File: config.mk
export PLATFORM = sky130hd
export DESIGN_NAME = popcount_sequencer
export DESIGN_NICKNAME = d
export VERILOG_FILES = /design/src/rtl/popcount_pkg.sv /design/src/rtl/nibble_ones_count.sv /design/src/rtl/popcount_sequencer.sv
export SDC_FILE = /design/constraint.sdc
export NUM_CORES = 1
export LEC_CHECK = 0
export ABC_AREA = 1
export ABC_CLOCK_PERIOD_IN_PS = 4600
export BUFFER_PORTS_ARGS = -buffer_cell sky130_fd_sc_hd__buf_2
export CORE_ASPECT_RATIO = 1.4
export CORE_MARGIN = 2
export CORE_UTILIZATION = 54
export CTS_CLUSTER_SIZE = 30
export DETAILED_ROUTE_END_ITERATION = 10
export GPL_TIMING_DRIVEN = 0
export PLACE_DENSITY = 0.77
export SETUP_SLACK_MARGIN = 0.3
export SLEW_MARGIN = 30
export SYNTH_ARGS = -nofsm -noshare
export SYNTH_HDL_FRONTEND = slang
export SYNTH_SLANG_ARGS = --single-unit
File: constraint.sdc
create_clock -name clk -period 4.6 [get_ports clk]
set_input_delay 0.23 -clock clk [delete_from_list [all_inputs] [get_ports clk]]
set_output_delay 0.23 -clock clk [all_outputs]
set_load 0.01 [all_outputs]
File: src/rtl/popcount_pkg.sv
// popcount_pkg
//   Shared types and constants for the popcount sequencer slice.
//   - state_t  : sequencer FSM states, 2-bit encoding
//   - NIBBLE_W : width of the slice handed to the ones-count unit each cycle
//   - ONES_W   : width of a single nibble's ones count (0..4 needs 3 bits)
package popcount_pkg;

    typedef enum logic [1:0] {
        IDLE = 2'd0,
        RUN  = 2'd1,
        DONE = 2'd2
    } state_t;

    localparam int NIBBLE_W = 4;
    localparam int ONES_W   = 3;

endpackage : popcount_pkg

File: src/rtl/nibble_ones_count.sv
// nibble_ones_count
//   Purely combinational ones counter for one 4-bit nibble.
//   Ports:
//     nibble : in  [NIBBLE_W-1:0]  nibble to be counted
//     ones   : out [ONES_W-1:0]    number of set bits in nibble (0..4)
module nibble_ones_count
    import popcount_pkg::*;
(
    input  logic [NIBBLE_W-1:0] nibble,
    output logic [ONES_W-1:0]   ones
);

    // Each bit is zero-extended before summing so the adder is ONES_W wide.
    always_comb begin
        ones = ONES_W'(nibble[0]) + ONES_W'(nibble[1])
             + ONES_W'(nibble[2]) + ONES_W'(nibble[3]);
    end

endmodule : nibble_ones_count

File: src/rtl/popcount_sequencer.sv
// popcount_sequencer
//   Computes the population count of a WIDTH-bit word by walking it one nibble
//   per cycle (LSB nibble first) through a single shared nibble ones-counter,
//   accumulating the partial counts. Requester handshake is start/busy/done.
//
//   Parameters:
//     WIDTH : operand width, multiple of 4, 4..64
//     CW    : result width, $clog2(WIDTH+1) (derived)
//   Ports:
//     clk     : in   clock, all state updates on posedge
//     rst     : in   synchronous active-low reset
//     start   : in   job request, honoured only when not busy
//     data_in : in   [WIDTH-1:0] operand, captured when start is accepted
//     busy    : out  high while nibbles are being processed
//     done    : out  one-cycle pulse, count is valid from this cycle on
//     count   : out  [CW-1:0] ones in the last completed operand, held
//
//   Build option:
//     ZERO_SKIP_EN : when defined, a job finishes early as soon as the
//                    remaining (already shifted) operand bits are all zero.
module popcount_sequencer
    import popcount_pkg::*;
#(
    parameter  int WIDTH = 16,
    localparam int CW    = $clog2(WIDTH + 1)
) (
    input  logic             clk,
    input  logic             rst,
    input  logic             start,
    input  logic [WIDTH-1:0] data_in,
    output logic             busy,
    output logic             done,
    output logic [CW-1:0]    count
);

    localparam int NIB   = WIDTH / NIBBLE_W;
    localparam int IDX_W = (NIB > 1) ? $clog2(NIB) : 1;

    state_t             state_q,  state_d;
    logic [WIDTH-1:0]   shreg_q,  shreg_d;
    logic [CW-1:0]      acc_q,    acc_d;
    logic [IDX_W-1:0]   idx_q,    idx_d;
    logic [CW-1:0]      count_q,  count_d;
    logic               busy_q,   busy_d;
    logic               done_q,   done_d;

    logic [ONES_W-1:0]  nib_ones;
    logic [CW-1:0]      acc_sum;
    logic [WIDTH-1:0]   shreg_shift;
    logic               last_nib;
    logic               finish;

    // The single shared ones-count unit always looks at the low nibble.
    nibble_ones_count u_nibble_ones_count (
        .nibble (shreg_q[NIBBLE_W-1:0]),
        .ones   (nib_ones)
    );

    // Next-state logic. busy/done are computed for the state being entered so
    // that the registered outputs line up with the registered state.
    always_comb begin
        state_d     = state_q;
        shreg_d     = shreg_q;
        acc_d       = acc_q;
        idx_d       = idx_q;
        count_d     = count_q;
        busy_d      = 1'b0;
        done_d      = 1'b0;

        acc_sum     = acc_q + CW'(nib_ones);
        shreg_shift = shreg_q >> NIBBLE_W;
        last_nib    = (idx_q == IDX_W'(NIB - 1));
`ifdef ZERO_SKIP_EN
        finish      = last_nib || (shreg_shift == '0);
`else
        finish      = last_nib;
`endif

        case (state_q)
            // DONE accepts a new job exactly like IDLE so jobs can run
            // back-to-back without an idle bubble.
            IDLE, DONE: begin
                if (start) begin
                    shreg_d = data_in;
                    acc_d   = '0;
                    idx_d   = '0;
                    state_d = RUN;
                    busy_d  = 1'b1;
                end else begin
                    state_d = IDLE;
                end
            end
            RUN: begin
                acc_d   = acc_sum;
                shreg_d = shreg_shift;
                idx_d   = idx_q + IDX_W'(1);
                if (finish) begin
                    state_d = DONE;
                    count_d = acc_sum;
                    done_d  = 1'b1;
                end else begin
                    busy_d  = 1'b1;
                end
            end
            default: begin
                state_d = IDLE;
            end
        endcase
    end

    // State and output registers; reset also aborts any job in flight.
    always_ff @(posedge clk) begin
        if (!rst) begin
            state_q <= IDLE;
            shreg_q <= '0;
            acc_q   <= '0;
            idx_q   <= '0;
            count_q <= '0;
            busy_q  <= 1'b0;
            done_q  <= 1'b0;
        end else begin
            state_q <= state_d;
            shreg_q <= shreg_d;
            acc_q   <= acc_d;
            idx_q   <= idx_d;
            count_q <= count_d;
            busy_q  <= busy_d;
            done_q  <= done_d;
        end
    end

    assign busy  = busy_q;
    assign done  = done_q;
    assign count = count_q;

endmodule : popcount_sequencer

# After elaboration in Yosys (flattened, before gate mapping)
# Cells that the tools add are included.
# word_totals
register_bits	32
out_inout_bits	7
word_cells	36
# classes
n_eq_ne	5
n_addsub	5
n_reduce_logical	6
mux	13
# op_table
cell	count
16-bit case mux with 2 select lines	1
16-bit two-way mux	1
5-bit case mux with 2 select lines	1
2-bit case mux with 2 select lines	2
3-bit by 1-bit adder with 3-bit output	2
2-bit AND reduction	3
5-bit by 3-bit adder with 5-bit output	1
5-bit two-way mux	1
2-bit equality test (second input constant)	2
1-bit two-way mux	4
2-bit two-way mux	2
2-bit inequality test (second input constant)	2
1-bit by 1-bit adder with 2-bit output	1
2-bit by 1-bit adder with 2-bit output (second input constant)	1
2-bit by 1-bit equality test with 1-bit output (second input constant)	1
2-bit logical NOT	1
1-bit case mux with 2 select lines	1
2-bit nonzero test	1
2-bit OR reduction	1

# Logic depth before layout (Yosys ltp)
# Gate-level depths: netlist of the first run.
# depth
depth_word	5
mapped_depth	15

# Hierarchy
# Synthesis of the first run repeated with hierarchy kept, for this count alone.
# unflattened
hier_cells	184
area_unflattened_um2	1437.6
# by_module_without_submodules
mod	n_inst	cells_each	area_per_inst_um2	seq_area_each_um2
popcount_sequencer	1	176	1373.8	640.6
nibble_ones_count	1	8	63.8	0.0

# Worst setup path before layout of the first run
# No wires, ideal clock.
# synth_path
kind	reg2reg
start	register shreg_q[0]
end	register count_q[4] (netlist: count[4])
setup_time_ns	0.109
stages_incl_launch_ff	16
slack_ns	2.405
required_time_ns	4.491
path_buffers	0
arrival_ns	2.086
path_cell_list	dfxtp_1 -> ha_1 -> inv_1 -> fa_1 -> inv_1 -> ha_1 -> inv_1 -> fa_1 -> inv_1 -> nand3_1 -> nand2_1 -> nand2_1 -> nand2_1 -> nand2_1 -> nand2_1 -> inv_1
# synth_between
elab_chain_len	4
# synth_rtl
item	line	source
start, declared	popcount_sequencer.sv:40	logic [WIDTH-1:0] shreg_q, shreg_d;
start signal, assigned	popcount_sequencer.sv:123	shreg_q <= shreg_d;
1-bit by 1-bit adder with 2-bit output	nibble_ones_count.sv:15	ones = ONES_W'(nibble[0]) + ONES_W'(nibble[1])
3-bit by 1-bit adder with 3-bit output (2 in a row)	nibble_ones_count.sv:16	+ ONES_W'(nibble[2]) + ONES_W'(nibble[3]);
5-bit by 3-bit adder with 5-bit output	popcount_sequencer.sv:70	acc_sum = acc_q + CW'(nib_ones);
end signal, assigned	popcount_sequencer.sv:126	count_q <= count_d;
end, declared	popcount_sequencer.sv:43	logic [CW-1:0] count_q, count_d;
# Every way passes these cells.
# A chain may end at the register's enable or synchronous reset.

# Final worst setup path of the first run
# Ends and elaborated chain as after synthesis.

==> results of run 1 <==
[power breakdown]
group	internal, µW	leakage, µW	switching (µW)
combinational	45.5	0.000495	64.0
sequential	296	0.000262	9.35
clock	56.2	0.0000281	91.3
[cells in the mapped netlist, types with 3 or more instances]
cell and instances:
or2_1 3, nor2_1 14, nor3_2 3, buf_2 4, dfxtp_1 32, nand3_1 13, nor3_1 14, nand2_1 30
ha_1 6, o211ai_1 7, buf_6 3, or2_2 3, a21oi_1 12, inv_2 3, o21ai_0 7, inv_1 22
[stage by stage]
stage / total power [µW] / utilization (%) / area (µm²) / cells / setup WS [ns]
2_1_floorplan: 390 / - / 1510 / 189 / 2.41
3_3_place_gp: 418 / 63.3 / 1670 / 249 / 2.25
3_5_place_dp: 421 / 63.3 / 1670 / 249 / 2.20
4_1_cts: 567 / 65.1 / 1720 / 256 / 2.18
5_1_grt: 597 / 65.1 / 1720 / 256 / 2.02
6_report: 562 / 65.1 / 1720 / 256 / 2.20
[registers in the layout, summed over array words and instances, names as in the netlist]
register / count
shreg_q: 16
acc_q: 5
count: 5
idx_q: 2
state_q: 2
busy: 1
done: 1
[kinds of logic (layout without fill, tap and decap cells)]
logic type | Yosys count | in the layout | synth area share, %
buffers and inverters | 33 | 64 | 10.0
AO/OA/AOI/OAI | 31 | 31 | 12.2
flip-flops | 32 | 32 | 42.5
adder cells (fa/ha/maj) | 8 | 8 | 7.63
XOR/XNOR | 1 | 1 | 0.581
AND/OR/NAND/NOR | 84 | 84 | 27.1
[final cells by class]
cell class	count	area [µm²]	share of cell area (%)
multi-input combinational	124	716	41.6
sequential	32	641	37.3
timing repair buffer	24	120	6.99
inverter	25	93.8	5.46
buffer	8	57.6	3.35
tap	36	45.0	2.62
clock buffer	6	41.3	2.40
clock inverter	1	5.00	0.291
[worst max-delay path: stages, from the launching register on]
cell and delay (ns):
dfxtp_1 0.33, ha_1 0.28, inv_1 0.07, fa_1 0.41, inv_1 0.07, ha_1 0.19
inv_1 0.06, fa_1 0.41, inv_1 0.07, nand3_1 0.08, nand2_1 0.07, nand2_1 0.06
nand2_1 0.06, nand2_1 0.05, nand2_1 0.06, inv_1 0.03
[path summary, 6_finish.rpt]
check / slack (ns) / cells after the start / endpoint
setup / recovery: 2.20 / 15 / count[4]
hold / removal: 0.13 / 3 / shreg_q[0]
setup reg to reg: 2.20 / 15 / count[4]
hold reg to reg: 0.47 / 1 / idx_q[0]
[routing by layer]
layer  vias to the layer above  part of all wire (%)  global-route usage [%]
met2                        24                    49                    38.9
met5                         -                     0                       0
met4                         0                   2.2                    11.8
met1                       588                    45                    25.7
met3                         5                   3.2                    6.05
li1                        680                     -                       -
[cells in the final DEF (no fill, tap or decap)]
master	Yosys	routed
nand2_4	2	2
o211ai_1	7	7
inv_2	3	3
fa_1	2	2
clkbuf_1	1	2
ha_1	6	6
or2_2	3	3
buf_6	3	3
nand2_1	30	30
a211oi_1	2	2
nand2_2	1	1
nor2_4	1	1
nor3_2	3	3
nand3_1	13	13
buf_2	4	28
xnor2_1	1	1
or2_1	3	3
dfxtp_1	32	32
o21a_1	2	2
nor2_1	14	14
clkinv_2	0	1
nor3_1	14	14
inv_1	22	22
o22ai_1	1	1
clkbuf_4	0	5
o21ai_0	7	7
a21oi_1	12	12
==> reports/metrics.yaml, run 1 <==
status: "completed"
clock_skew_ns: 0.00458
synth_edf_count: 0
slew_violations: 0
synth_top_area_share_pct: 42.5
min_period_ns: 2.40
fillCellCount: 255
first_global_vias: 1212
clkTransAtPathRegs_ns: 0.10
cts_inserted_buffers: 5
tns_ns: 0
postCtsHoldBufs: 0
fp.dieW_um: 48.7
startpoint_type: "flip-flop"
cts_buffer_depth: 2
first_pass_iters: 4
syn_area_um2: 1510
syn_to_final_growth_pct: 14.0
drc_errors: 0
hold_path.startpoint: "data_in[0]"
drt_iter0_markers: 33
grt-ovfl-total: 0
cts-root-buf: "clkbuf_4"
ctsResizeCount: 0
nets: 247
core-area_um2: 2640
cts_tree: "done"
ys_seq_elements: 32
clock_latency_ns: 0.32
antenna_found_initial: 0
crit_type: "reg2reg"
avgSynthCellArea_um2: 7.98
p_per_area_nw_per_um2: 327
synthesis.nets: 216
drive_gt1_share_pct: 22.7
io_buffers: 24
tightest_slew_ns: 0.513
htree_num_levels: 2
cts_sinks: 32
io_pins: 26
die-area_um2: 3240
grt_usage_pct: 22.6
worstPathRequired_ns: 4.83
max_freq_mhz: 417
dieHeight_um: 66.5
rr_startpoint: "shreg_q[0]"
num_vias: 1297
worst_setup_path_end_kind: "flip-flop"
viasPerCell: 5.07
hp-class: "in2reg"
rsz0062_at_grt: "false"
grt_max_degree: 11
synthFlopType: "dfxtp_1"
critPathMaxFanout: 3
peakVddDrop_mv: 0.277
whs_ns: 0.128
rows: 22
yosysUniqueCellTypes: 25
hold_viol_final: 0
cts_setup_buffers: 0
wire_per_inst_um: 12.0
syn_inst: 189
synth_warnings: 0
arrival_ns: 2.63
synth_area_leaders: "dfxtp_1 (42%), nand2_1 (7.5%), inv_1 (5.5%), ha_1 (5.0%), nor3_1 (4.6%)"
n_antenna_cell: 0
startpoint: "shreg_q[0]"
slew_headroom_pct: 65.8
routed_wl_um: 3080
ys_seq_area_share_pct: 42.5
post-route-period-util_pct: 52.1
place.gp.congestion: 0.866
cap_violations: 0
setup_viol: 0
postSynth.asyncResetShare_pct: 0
synth_area_leader_cell: "dfxtp_1"
place_hpwl_um: 2300
p_leak_uw: 0.000786
antenna_left: 0
start_util_pct: 57.1
grt_pass1_wl_um: 5400
Note: power is estimated with default switching activity, not from simulation.
==> run 2, diff against run 1 <==
--- a/config.mk
+++ b/config.mk
@@ -5,16 +5,16 @@
 export SDC_FILE = /design/constraint.sdc
 export NUM_CORES = 1
 export LEC_CHECK = 0
-export ABC_AREA = 1
-export ABC_CLOCK_PERIOD_IN_PS = 4600
+export ABC_AREA = 0
+export ABC_CLOCK_PERIOD_IN_PS = 2020
 export BUFFER_PORTS_ARGS = -buffer_cell sky130_fd_sc_hd__buf_2
 export CORE_ASPECT_RATIO = 1.4
 export CORE_MARGIN = 2
-export CORE_UTILIZATION = 54
+export CORE_UTILIZATION = 48
 export CTS_CLUSTER_SIZE = 30
 export DETAILED_ROUTE_END_ITERATION = 10
 export GPL_TIMING_DRIVEN = 0
-export PLACE_DENSITY = 0.77
+export PLACE_DENSITY = 0.73
 export SETUP_SLACK_MARGIN = 0.3
 export SLEW_MARGIN = 30
 export SYNTH_ARGS = -nofsm -noshare
==> constraint.sdc (replaced) <==
create_clock -name clk -period 2.02 [get_ports clk]
set_input_delay 0.101 -clock clk [delete_from_list [all_inputs] [get_ports clk]]
set_output_delay 0.101 -clock clk [all_outputs]
set_load 0.01 [all_outputs]
==> run 2 against run 1 <==
Net effect: the flow now finishes with violations (setup timing); clock skew increased by 0.0014 ns; worst hold slack got worse by 0.061 ns; synthesized area decreased by 5.8%; die area increased by 5.5%; sequential share of layout area decreased by 2.4 points; maximum frequency decreased by 0.52%; sequential power increased by 130%; utilization decreased by 0.32 points; routed wire length increased by 9.9%; global-route usage decreased by 0.87 points; largest cell class unchanged.
==> reports/metrics.yaml, run 2 <==
rows: 23  # +4.5%
drt_iter0_markers: 34  # +3.0%
clock_skew_ns: 0.00595  # +0.00137 ns
synth_warnings: 0  # unchanged
cts_tree: "done"
final_cell_mix: "nor2_1 (32), dfxtp_1 (30), buf_2 (29)"
viasPerCell: 5.31  # +4.7%
dr_wl_met3_um: 154  # +54%
clkTransAtPathRegs_ns: 0.07  # -0.03 ns
syn_inst: 155  # -18%
drt-met1-wl_um: 1400  # +0.93%
syn_area_um2: 1420  # -5.8%
dp_cells: 217  # -13%
arrival_ns: 2.57  # -0.06 ns
yosysUniqueCellTypes: 32  # +28%
avgSynthCellArea_um2: 9.16  # +15%
final_common_cell: "nor2_1"
place.gp.congestion: 0.752  # -13%
wire_per_inst_um: 14.6  # +21%
worstPathRequired_ns: 2.19  # -2.64 ns
setup_viol: 8  # +8
critPathMaxFanout: 2  # -1
grt_usage_pct: 21.7  # -0.87 points
p_per_area_nw_per_um2: 853  # +160%
routed_wl_um: 3380  # +9.9%
regMostFlops: "shreg_q"
core-area_um2: 2850  # +7.8%
clock_latency_ns: 0.29  # -0.03 ns
num_vias: 1231  # -5.1%
htree_num_levels: 2  # unchanged
synthFlopType: "dfxtp_1"
rsz0062_at_grt: "true"
nets: 221  # -11%
postCtsHoldBufs: 0  # unchanged
slew_violations: 0  # unchanged
ys_seq_area_share_pct: 45.1  # +2.6 points
largest_register_ff_count: 16  # unchanged
ys_seq_elements: 32  # unchanged
net-switching-power_uw: 410  # +150%
start_util_pct: 49.8  # -7.2 points
cap_violations: 0  # unchanged
max_freq_mhz: 415  # -0.52%
syn_to_final_growth_pct: 29.9
fp.dieW_um: 50.0  # +2.7%
final_cells: 232  # -9.4%
violations: "setup timing"
p_leak_uw: 0.000809  # +3.0%
status: "finished with violations"
synth_area_leader_cell: "dfxtp_1"
n_antenna_cell: 0  # unchanged
cts_sinks: 32  # unchanged
antenna_found_initial: 0  # unchanged
first_pass_iters: 5  # +1
clkPwrFrac_pct: 38.6  # +12 points
post-route-period-util_pct: 119  # +67 points
peakVddDrop_mv: 0.619  # +120%
drive_gt1_share_pct: 33.3  # +11 points
top_layer: "met4"
die-area_um2: 3420  # +5.5%
slew_headroom_pct: 62.4  # -3.4 points
netlist_top_cells_count: "dfxtp_1 (32), nor2_1 (32), a211oi_1 (13)"
hp-class: "in2reg"
grt_pass1_wl_um: 5410  # +0.26%
synth_top_area_share_pct: 45.1  # +2.6 points
min_period_ns: 2.41  # +0.0125 ns
hold_viol_final: 0  # unchanged
internal_power_uw: 1160  # +190%
synthesis.nets: 182  # -16%
sequentialPowerShare_pct: 44.3  # -10 points
tightest_slew_ns: 0.564  # +0.0509 ns
place_hpwl_um: 2310  # +0.43%
startpoint_type: "flip-flop"
grt-ovfl-total: 0  # unchanged
cts_buffer_depth: 2  # unchanged
synth_edf_count: 0  # unchanged
swShare_pct: 26.1  # -3.2 points
crit_type: "reg2reg"
postSynth.asyncResetShare_pct: 0  # unchanged
finalWorstSetupSlack_ns: -0.389  # -2.59 ns
synth_area_leaders: "dfxtp_1 (45%), nor2_1 (8.5%), mux2i_1 (7.0%), a211oi_1 (6.9%), ha_1 (5.3%)"
grt_max_degree: 11  # unchanged
drc_errors: 0  # unchanged
cts-root-buf: "clkbuf_8"
cts_inserted_buffers: 5  # unchanged
dieHeight_um: 68.4  # +2.8%
io_pins: 26  # unchanged
p_comb_share_pct: 17.1  # -2.4 points
first_global_vias: 1207  # -0.41%
io_buffers: 25  # +4.2%
worst_setup_path_end_kind: "flip-flop"
wl_met2_um: 1740  # +15%
antenna_left: 0  # unchanged
utilization_pct: 64.7  # -0.32 points
[run 2: cell count changes in the layout (fill, tap and decap cells not counted), moves of 8 or more]
| cell | before | now |
|---|---|---|
| a211oi_1 | 2 | 12 |
| a21oi_1 | 12 | 4 |
| inv_1 | 22 | 5 |
| mux2i_1 | 0 | 10 |
| nand2_1 | 30 | 5 |
| nand3_1 | 13 | 4 |
| nor2_1 | 14 | 32 |
| nor3_1 | 14 | 2 |
[run 2: metal layers]
layer,vias up,track usage (%)
met5,-,0
met3,9,6.55
li1,607,-
met4,0,13.5
met1,580,22.7
met2,35,38.3
[run 2: power groups by stage]
stage | combinational, µW | clock, µW | sequential [µW]
6_report | 270 | 607 | 697
5_1_grt | 297 | 635 | 700
4_1_cts | 262 | 611 | 696
3_5_place_dp | 224 | 0 | 705
3_3_place_gp | 212 | 0 | 702
2_1_floorplan | 160 | 0 | 700
[run 2: final cells by class]
class                   instances  area, µm²
well taps                      37       46.3
inverters                       9       33.8
repair buffers                 32        181
clock buffers                   6       72.6
plain buffers                  10       53.8
clock inverters                 2       35.0
flip-flops and latches         32        643
fillers                       252       1000
multi-input cells             104        778
[run 2: through the flow]
stage	setup TNS (ns)	area (µm²)	total power (µW)	hold slack [ns]	setup slack, ns
after global routing	-2.58	1840	1630	0.0835	-0.449
after floorplan	-0.712	1430	859	0.239	-0.195
after CTS	-1.58	1810	1570	0.0638	-0.281
final	-2.07	1840	1570	0.0675	-0.389
after detailed placement	-2.05	1600	929	0.369	-0.398
after global placement	-1.49	1600	915	0.357	-0.306
[run 2: path summary, 6_finish.rpt]
path | from | to | slack (ns) | cells past startpoint
min | data_in[15] | shreg_q[15] | 0.07 | 3
max | shreg_q[0] | acc_q[2] | -0.39 | 12
max reg2reg | shreg_q[0] | acc_q[2] | -0.39 | 12
min reg2reg | count[2] | count[2] | 0.47 | 2
[run 2: critical path: stages (launching register included)]
cell and delay (ns):
dfxtp_2 0.34, ha_4 0.23, inv_2 0.05, fa_2 0.42
inv_2 0.07, ha_4 0.13, inv_2 0.03, fa_2 0.36
buf_4 0.15, buf_6 0.11, xnor2_4 0.12, a22oi_1 0.19
nor2_1 0.07
[run 2: what timing repair did]
item,CTS,global route
buffers inserted,5,2
resized for setup,13,3
cloned,0,0
setup endpoints to repair,10,10
pin swaps,9,4
[run 2: logic make-up (layout without fill, tap and decap cells)]
kind of cell | Yosys count | count (layout) | synth area share, %
AOI/OAI and AO/OA | 31 | 31 | 15.0
xor gates and xnor gates | 2 | 2 | 1.23
adders and majority gates | 8 | 8 | 8.11
buffers and inverters | 19 | 59 | 6.17
DFF | 32 | 32 | 45.1
muxes | 10 | 10 | 7.05
and+or+nand+nor | 53 | 53 | 17.4
==> run 3, diff against run 2 <==
--- a/config.mk
+++ b/config.mk
@@ -9,7 +9,6 @@
 export ABC_CLOCK_PERIOD_IN_PS = 2020
 export BUFFER_PORTS_ARGS = -buffer_cell sky130_fd_sc_hd__buf_2
 export CORE_ASPECT_RATIO = 1.4
-export CORE_MARGIN = 2
 export CORE_UTILIZATION = 48
 export CTS_CLUSTER_SIZE = 30
 export DETAILED_ROUTE_END_ITERATION = 10
==> constraint.sdc (replaced) <==
create_clock -name clk -period 2.02 [get_ports clk]
set_input_delay 0.404 -clock clk [delete_from_list [all_inputs] [get_ports clk]]
set_output_delay 0.404 -clock clk [all_outputs]
set_load 0.01 [all_outputs]
==> run 3 against run 2 <==
Net effect: the run still ends with setup timing left; register-to-register slack improved by 0.098 ns; maximum frequency is 4.2% higher; critical path depth down 1; sequential share of layout area is 0.33 points higher; count of clock-buffer cells in the layout increased by 1; clock skew shrank 0.0020 ns; die area decreased by 6.8%; first-iteration DRC count shrank 41%; design area decreased by 0.95%.
==> reports/metrics.yaml, run 3 (synthesis gave the netlist of run 2 again) <==
status: "finished with violations"
violations: "setup timing"
antenna_left: 0  # unchanged
tns_ns: -1.66  # +0.410 ns
hp-class: "in2reg"
startpoint_type: "flip-flop"
place_hpwl_um: 2180  # -5.4%
slew_violations: 0  # unchanged
clkTransAtPathRegs_ns: 0.07  # about the same
clock_skew_ns: 0.00399  # -0.00196 ns
arrival_ns: 2.52  # -0.05 ns
max_freq_mhz: 433  # +4.2%
utilization_pct: 64.1  # -0.61 points
postCtsHoldBufs: 0  # unchanged
drc_errors: 0  # unchanged
cts_inserted_buffers: 5  # unchanged
largest_register_ff_count: 16  # unchanged
io_buffers: 25  # unchanged
place.gp.congestion: 0.755  # +0.51%
placed_area_um2: 1600  # unchanged
antenna_found_initial: 0  # unchanged
num_vias: 1226  # -0.41%
critPathMaxFanout: 2  # unchanged
viasPerCell: 5.38  # +1.3%
p_leak_uw: 0.000798  # -1.4%
cts_sinks: 32  # unchanged
post-route-period-util_pct: 114  # -4.8 points
syn_to_final_growth_pct: 28.6
nets: 217  # -1.8%
cts_tree: "done"
worst_setup_path_end_kind: "flip-flop"
worstPathRequired_ns: 2.23  # +0.04 ns
rows: 23  # unchanged
first_global_vias: 1161  # -3.8%
core-area_um2: 2850  # unchanged
final_cell_mix: "nor2_1 (31), dfxtp_1 (30), buf_2 (29)"
htree_num_levels: 2  # unchanged
post-route-cell-area_um2: 1830  # -0.95%
hold_viol_final: 0  # unchanged
drt_iter0_markers: 20  # -41%
setup_viol: 8  # unchanged
crit_type: "reg2reg"
routed_wl_um: 3230  # -4.6%
final_common_cell: "nor2_1"
first_pass_iters: 4  # -1
rsz0062_at_grt: "true"
cts-root-buf: "clkbuf_8"
drive_gt1_share_pct: 33.5  # +0.17 points
io_pins: 26  # unchanged
cap_violations: 0  # unchanged
grt_max_degree: 11  # unchanged
grt-ovfl-total: 0  # unchanged
min_period_ns: 2.31  # -0.0978 ns
tightest_slew_ns: 0.587  # +0.0233 ns
grt_usage_pct: 22.8  # +1.1 points
n_antenna_cell: 0  # unchanged
regMostFlops: "shreg_q"
peakVddDrop_mv: 0.684  # +10%
cts_buffer_depth: 2  # unchanged
dp_cells: 217  # unchanged
die-area_um2: 3180  # -6.8%
slew_headroom_pct: 60.9  # -1.6 points
fp.dieW_um: 48.0  # -4.0%
dieHeight_um: 66.4  # -2.9%
grt_pass1_wl_um: 4950  # -8.4%
p_per_area_nw_per_um2: 903  # +5.8%
wire_per_inst_um: 14.2  # -2.9%
start_util_pct: 49.8  # unchanged
final_cells: 228  # -1.7%
finalWorstSetupSlack_ns: -0.291  # +0.0978 ns
clock_latency_ns: 0.30  # about the same
## run 3: metrics by stage
| step | hold WS (ns) | power, µW | setup slack, ns |
|---|---|---|---|
| floorplan | 0.466 | 859 | -0.195 |
| global placement | 0.440 | 914 | -0.306 |
| detailed placement | 0.456 | 925 | -0.360 |
| CTS | 0.367 | 1640 | -0.271 |
| global route | 0.377 | 1700 | -0.387 |
| finish | 0.361 | 1650 | -0.291 |
## run 3: routing by layer
layer  wire length, µm  GRT usage, %  part of all wire (%)
met2              1710          37.8                    53
met1              1310          24.8                    41
met3               143          7.38                   4.4
met5                 0             0                     0
met4                65          11.1                   2.0
## run 3: worst paths after layout
kind	from	endpoint	slack, ns	cells past startpoint
worst min-delay path	data_in[15]	shreg_q[15]	0.36	3
worst max register to register	shreg_q[0]	acc_q[4]	-0.29	11
worst min register to register	count[0]	count[0]	0.47	2
worst max-delay path	shreg_q[0]	acc_q[4]	-0.29	11
## run 3: cell type report
type                    instances  area [µm²]
fillers                       253        1020
clock inverters                 1        30.0
well taps                      37        46.3
plain buffers                  10        53.8
inverters                       9        33.8
flip-flops and latches         32         643
repair buffers                 28         148
multi-input cells             104         776
clock buffers                   7        96.3
## run 3: repair_timing
action | CTS | global route
setup buffers | 3 | 0
gates resized for setup | 14 | 2
pin swaps | 8 | 4
endpoints found under the hold margin | 0 | 0
setup endpoints to repair | 9 | 10
## run 3: worst max-delay path: stages, from the launching register on
cell and delay, ns:
dfxtp_2 0.34, ha_4 0.24, inv_2 0.05, fa_2 0.43, inv_2 0.08, ha_4 0.13
inv_2 0.04, fa_2 0.33, nor2b_1 0.12, o21ai_1 0.09, xor2_1 0.18, o32ai_1 0.22
## run 3: power breakdown
part	internal [µW]	switching (µW)
combinational	123	143
sequential	671	24.0
clock	435	253
